<file path="src/rtl/thermocouple_pkg.sv">
// ============================================================================
// thermocouple_pkg : shared types and frame layout for thermocouple readers
// Rev 1.0
// ============================================================================
`default_nettype none

package thermocouple_pkg;

  localparam int TC_W  = 14;
  localparam int JT_W  = 12;
  localparam int FLT_W = 4;

  localparam int FRAME_TC_MSB = 31;
  localparam int FRAME_TC_LSB = 18;
  localparam int FRAME_FAULT  = 16;
  localparam int FRAME_JT_MSB = 15;
  localparam int FRAME_JT_LSB = 4;
  localparam int FRAME_SCV    = 2;
  localparam int FRAME_OC     = 0;

  typedef enum logic [2:0] {
    POWERUP   = 3'd0,
    SELECT    = 3'd1,
    START     = 3'd2,
    WAIT_BUSY = 3'd3,
    WAIT_DONE = 3'd4,
    UPDATE    = 3'd5,
    GAP       = 3'd6
  } state_t;

  typedef struct packed {
    logic [TC_W-1:0]  tc;
    logic [JT_W-1:0]  jt;
    logic [FLT_W-1:0] flt;
  } tc_sample_t;

endpackage

`default_nettype wire

</file>
<file path="src/rtl/tc_frame_decode.sv">
// ============================================================================
// tc_frame_decode : splits a 32-bit MAX31855-style frame into its raw fields
// Rev 1.0
// ============================================================================
`default_nettype none

module tc_frame_decode
  import thermocouple_pkg::*;
(
  input  logic [31:0] frame,
  output tc_sample_t  sample
);

  always_comb begin
    sample     = '0;
    sample.tc  = frame[FRAME_TC_MSB:FRAME_TC_LSB];
    sample.jt  = frame[FRAME_JT_MSB:FRAME_JT_LSB];
    // Summary fault flag sits on top so consumers can test a single bit.
    sample.flt = {frame[FRAME_FAULT], frame[FRAME_SCV:FRAME_OC]};
  end

endmodule

`default_nettype wire

</file>
<file path="src/rtl/thermocouple_scanner.sv">
// ============================================================================
// thermocouple_scanner : round-robin poller of NUM_CH thermocouple sensors
// Rev 1.0
// ============================================================================
`default_nettype none

module thermocouple_scanner
  import thermocouple_pkg::*;
#(
  parameter  int NUM_CH         = 4,
  parameter  int POWERUP_CYCLES = 30,
  parameter  int GAP_CYCLES     = 10,
  parameter  int TIMEOUT_CYCLES = 64,
  parameter  int HOLD_ON_FAULT  = 1,
  localparam int CH_W           = (NUM_CH > 1) ? $clog2(NUM_CH) : 1
) (
  input  logic                    clk,
  input  logic                    rst,
  input  logic [NUM_CH-1:0]       ch_en,
  input  logic                    spi_busy,
  input  logic [31:0]             spi_rx_data,
  output logic                    spi_start,
  output logic [CH_W-1:0]         spi_cs_sel,
  output logic [NUM_CH*TC_W-1:0]  tc_temp,
  output logic [NUM_CH*JT_W-1:0]  junction_temp,
  output logic [NUM_CH*FLT_W-1:0] fault_bits,
  output logic [NUM_CH-1:0]       timeout_flag,
  output logic                    sample_valid,
  output logic [CH_W-1:0]         sample_ch
);

  localparam int CNT_PG  = (POWERUP_CYCLES > GAP_CYCLES) ? POWERUP_CYCLES : GAP_CYCLES;
  localparam int CNT_MAX = (CNT_PG > TIMEOUT_CYCLES) ? CNT_PG : TIMEOUT_CYCLES;
  localparam int CNT_W   = $clog2(CNT_MAX + 1);

  state_t           r_state, w_state_next;
  logic [CNT_W-1:0] r_cnt, w_cnt_next, w_cnt_inc;
  logic [CH_W-1:0]  r_cs, w_next_ch, r_sample_ch;
  logic             r_first, w_found;
  logic             r_sample_valid;
  logic             w_sel_load, w_capture, w_timeout, w_update, w_hold;
  logic [31:0]      r_frame;
  tc_sample_t       w_sample;

  assign w_cnt_inc = r_cnt + 1'b1;

  // First enabled channel after the current one; the first pass after reset starts at 0.
  always_comb begin : next_ch_search
    int base;
    int idx;
    w_found   = 1'b0;
    w_next_ch = r_cs;
    base      = r_first ? 0 : ((int'(r_cs) >= NUM_CH - 1) ? 0 : int'(r_cs) + 1);
    idx       = 0;
    for (int i = NUM_CH - 1; i >= 0; i--) begin
      idx = base + i;
      if (idx >= NUM_CH) idx = idx - NUM_CH;
      if (ch_en[idx]) begin
        w_found   = 1'b1;
        w_next_ch = CH_W'(idx);
      end
    end
  end

  always_comb begin
    w_state_next = r_state;
    w_cnt_next   = r_cnt;
    spi_start    = 1'b0;
    w_sel_load   = 1'b0;
    w_capture    = 1'b0;
    w_timeout    = 1'b0;
    case (r_state)
      POWERUP: begin
        if (w_cnt_inc == CNT_W'(POWERUP_CYCLES)) begin
          w_state_next = SELECT;
          w_cnt_next   = '0;
        end else begin
          w_cnt_next = w_cnt_inc;
        end
      end
      SELECT: begin
        if (w_found) begin
          w_sel_load   = 1'b1;
          w_state_next = START;
        end
      end
      START: begin
        if (!spi_busy) begin
          spi_start    = 1'b1;
          w_state_next = WAIT_BUSY;
          w_cnt_next   = '0;
        end
      end
      WAIT_BUSY: begin
        if (spi_busy) begin
          w_state_next = WAIT_DONE;
          w_cnt_next   = '0;
        end else if (w_cnt_inc == CNT_W'(TIMEOUT_CYCLES)) begin
          w_timeout    = 1'b1;
          w_state_next = GAP;
          w_cnt_next   = '0;
        end else begin
          w_cnt_next = w_cnt_inc;
        end
      end
      WAIT_DONE: begin
        if (!spi_busy) begin
          w_capture    = 1'b1;
          w_state_next = UPDATE;
        end else if (w_cnt_inc == CNT_W'(TIMEOUT_CYCLES)) begin
          w_timeout    = 1'b1;
          w_state_next = GAP;
          w_cnt_next   = '0;
        end else begin
          w_cnt_next = w_cnt_inc;
        end
      end
      UPDATE: begin
        w_state_next = GAP;
        w_cnt_next   = '0;
      end
      GAP: begin
        if (w_cnt_inc == CNT_W'(GAP_CYCLES)) begin
          w_state_next = SELECT;
          w_cnt_next   = '0;
        end else begin
          w_cnt_next = w_cnt_inc;
        end
      end
      default: begin
        w_state_next = SELECT;
        w_cnt_next   = '0;
      end
    endcase
  end

  always_ff @(posedge clk) begin
    if (rst) begin
      r_state        <= POWERUP;
      r_cnt          <= '0;
      r_cs           <= '0;
      r_first        <= 1'b1;
      r_frame        <= '0;
      r_sample_valid <= 1'b0;
      r_sample_ch    <= '0;
    end else begin
      r_state        <= w_state_next;
      r_cnt          <= w_cnt_next;
      r_sample_valid <= w_update;
      if (w_sel_load) begin
        r_cs    <= w_next_ch;
        r_first <= 1'b0;
      end
      if (w_capture) r_frame <= spi_rx_data;
      if (w_update) r_sample_ch <= r_cs;
    end
  end

  tc_frame_decode u_decode (
    .frame  (r_frame),
    .sample (w_sample)
  );

  assign w_update = (r_state == UPDATE);
  assign w_hold   = (HOLD_ON_FAULT != 0) && w_sample.flt[FLT_W-1];

  for (genvar k = 0; k < NUM_CH; k++) begin : g_ch
    logic [TC_W-1:0]  r_tc;
    logic [JT_W-1:0]  r_jt;
    logic [FLT_W-1:0] r_flt;
    logic             r_to;
    logic             w_hit;

    assign w_hit = (r_cs == CH_W'(k));

    always_ff @(posedge clk) begin
      if (rst) begin
        r_tc  <= '0;
        r_jt  <= '0;
        r_flt <= '0;
        r_to  <= 1'b0;
      end else if (w_update && w_hit) begin
        r_flt <= w_sample.flt;
        r_to  <= 1'b0;
        if (!w_hold) begin
          r_tc <= w_sample.tc;
          r_jt <= w_sample.jt;
        end
      end else if (w_timeout && w_hit) begin
        r_to <= 1'b1;
      end
    end

    assign tc_temp[k*TC_W +: TC_W]        = r_tc;
    assign junction_temp[k*JT_W +: JT_W]  = r_jt;
    assign fault_bits[k*FLT_W +: FLT_W]   = r_flt;
    assign timeout_flag[k]                = r_to;
  end

  assign spi_cs_sel   = r_cs;
  assign sample_valid = r_sample_valid;
  assign sample_ch    = r_sample_ch;

endmodule

`default_nettype wire

</file>
<file path="config.mk">
export PLATFORM = sky130hd
export DESIGN_NAME = thermocouple_scanner
export DESIGN_NICKNAME = d
export VERILOG_FILES = /design/src/rtl/thermocouple_pkg.sv /design/src/rtl/tc_frame_decode.sv /design/src/rtl/thermocouple_scanner.sv
export SDC_FILE = /design/constraint.sdc
export NUM_CORES = 1
export LEC_CHECK = 0
export CORE_MARGIN = 10
export CORE_UTILIZATION = 65
export CTS_BUF_LIST = sky130_fd_sc_hd__clkbuf_8
export DETAILED_ROUTE_END_ITERATION = 10
export DONT_BUFFER_PORTS = 1
export PLACE_DENSITY_LB_ADDON = 0.15
export SLEW_MARGIN = 20
export SYNTH_ARGS = -nofsm -noshare
export SYNTH_HDL_FRONTEND = slang
export SYNTH_HIERARCHICAL = 1
export SYNTH_SLANG_ARGS = --single-unit
export TNS_END_PERCENT = 20
</file>
<file path="constraint.sdc">
create_clock -name clk -period 2.95 [get_ports clk]
set_clock_uncertainty 0.1 [all_clocks]
set_input_delay 0.59 -clock clk [delete_from_list [all_inputs] [get_ports clk]]
set_output_delay 0.59 -clock clk [all_outputs]
set_load 0.03 [all_outputs]
</file>
==> impl_metrics.ini <==
[floorplan]
rows = 38
fp.dieH_um = 124.9
io_pins = 169
die_area_um2 = 15600
die_x_um = 124.9
initial_core_util_pct = 66.26
core_area_um2 = 10790

[clock_network]
cts_hold_buf = 0
cts_tree = built
cts_resized = 0
clockBufferDepth = 2
clk_pin_slew_ns = 0.09
numClockSinks = 170
clock_latency_ns = 0.46
cts-root-buf = clkbuf_8
post-cts-setup-buffers = 0
htree_levels = 4
numCtsBuffers = 17

[worst_setup_path]
start_kind = flop
critPathMaxFanout = 10
setup.worst_path.end_class = flop
worst_ep_required_time_ns = 3.20
critPathArrivalTime_ns = 2.81
crit_type = flop to flop

[power]
swShare_pct = 22.28
ir_drop_mv = 0.3904
p_int_mw = 3.400
seqPwrFrac_pct = 53.3
powerDensity_nw_per_um2 = 588.4
clock_power_share_pct = 44.2
leakage_nw = 2.395
pwr-share-comb_pct = 2.4
power.switching_uw = 975.0

[placement]
portBuffers = 0
place_area_um2 = 6949
pre_cts_slack_ns = 0.4531
post-dp-hpwl_um = 13110
place.gp.congestion = 0.9786

[timing]
fmax_ghz = 0.3909
drv_slew = 0
timing.hold.ws_ns = 0.1042
period_share_pct = 86.72
worst_pin_slew_ns = 0.7787
setup_tns_ns = 0
setup_viol = 0
rsz0062_at_grt = no
relSlewSlack_pct = 47.61
finalWorstSetupSlack_ns = 0.3919
hold_viol_final = 0
fin_crit_ns = 2.558

[hold_path]
hold_class = input pin to flop

[cells_and_area]
fin_area_um2 = 7436
layout.nets = 886
final_core_util_pct = 68.90
antenna_cells = 0
area_growth_pct = 3.971
drive_above_1_share_pct = 7.503

[drt]
drt_wl_total_um = 19000
wl_per_cell_um = 19.14
vias = 6004
drt_iter0_drc = 559
vias_per_cell = 6.046
drcViolationCount = 0
postRouteAntennaNets = 0
firstDrtPassIters = 5

[grt]
antenna_found_initial = 0
grt_pass1_wl_um = 29530
grt_usage_pct = 22.95
grt_overflow = 0
grt_pass1_vias = 5525
grt_max_degree = 169

[job]
max-cap-violations = 0

[logic_synthesis]
synth_area_um2 = 7152
yosys_warnings = 6
synthCells = 901
syn_nets = 947
syn_area_per_cell_um2 = 7.938

[outcome]
status = completed
cell usage in the layout (no fill, tap or decap), types with 4 or more instances in the layout:
cell type	n
a211oi_1	6
a21oi_1	159
and3b_1	4
buf_4	15
bufinv_16	5
clkbuf_8	18
dfxtp_1	170
ha_1	7
inv_1	12
mux2i_1	4
nand2_1	297
nand2b_1	6
nand3_1	20
nor2_1	13
nor2b_1	4
nor3_1	8
nor4_1	4
o211ai_1	6
o21ai_0	7
o31ai_1	5
xor2_1	5
layout make-up:
| cell class | count | area [um^2] |
|---|---|---|
| flip-flops and latches | 170 | 3403 |
| inverters | 12 | 45.04 |
| well taps | 140 | 175.2 |
| fillers | 862 | 3357 |
| clock buffers | 18 | 247.7 |
| repair buffers | 17 | 152.6 |
| clock inverters | 14 | 234.0 |
| multi-input cells | 622 | 3178 |
per-stage QoR:
step | cells | power [mW]
floorplan | 901 | 2.506
global placement | 961 | 2.486
detailed placement | 961 | 2.490
CTS | 993 | 4.398
global route | 993 | 4.489
finish | 993 | 4.375
worst max-delay path: stages (launching register included):
cell	delay [ns]
dfxtp_1	0.47
ha_1	0.46
and4_1	0.29
a31oi_2	0.18
a211o_1	0.39
a211oi_1	0.41
o21ai_1	0.12
layer usage:
layer	track usage, %	routed length, um
met1	26.72	7584
met2	35.79	8542
met3	11.15	2385
met4	8.469	490
met5	0	0
final timing paths:
kind                      startpoint  slack [ns]                            to  cells after the start
max            r_cnt[0]$_SDFFE_PP0P_        0.39         r_cnt[1]$_SDFFE_PP0P_                      6
min                              rst        0.10     sample_ch[0]$_SDFFE_PP0P_                      1
max reg2reg    r_cnt[0]$_SDFFE_PP0P_        0.39         r_cnt[1]$_SDFFE_PP0P_                      6
min reg2reg  r_frame[7]$_SDFFE_PP0P_        0.41  g_ch[3].r_jt[3]$_SDFFE_PP0P_                      2
sequential cells by signal, summed over array words and instances (netlist names):
name / cells
g_ch.r_to: 4
sample_valid: 1
r_cnt: 7
g_ch.r_tc: 56
spi_cs_sel: 2
r_first: 1
r_frame: 30
r_state: 3
sample_ch: 2
g_ch.r_flt: 16
g_ch.r_jt: 48
power by group through the flow:
stage	combinational, mW	clock (mW)	sequential [mW]
after global placement	0.101	0	2.38
final	0.107	1.94	2.33
after floorplan	0.137	0	2.37
after detailed placement	0.104	0	2.39
after global routing	0.118	2.04	2.34
after CTS	0.106	1.96	2.33
(Power assumes the default switching activity.)
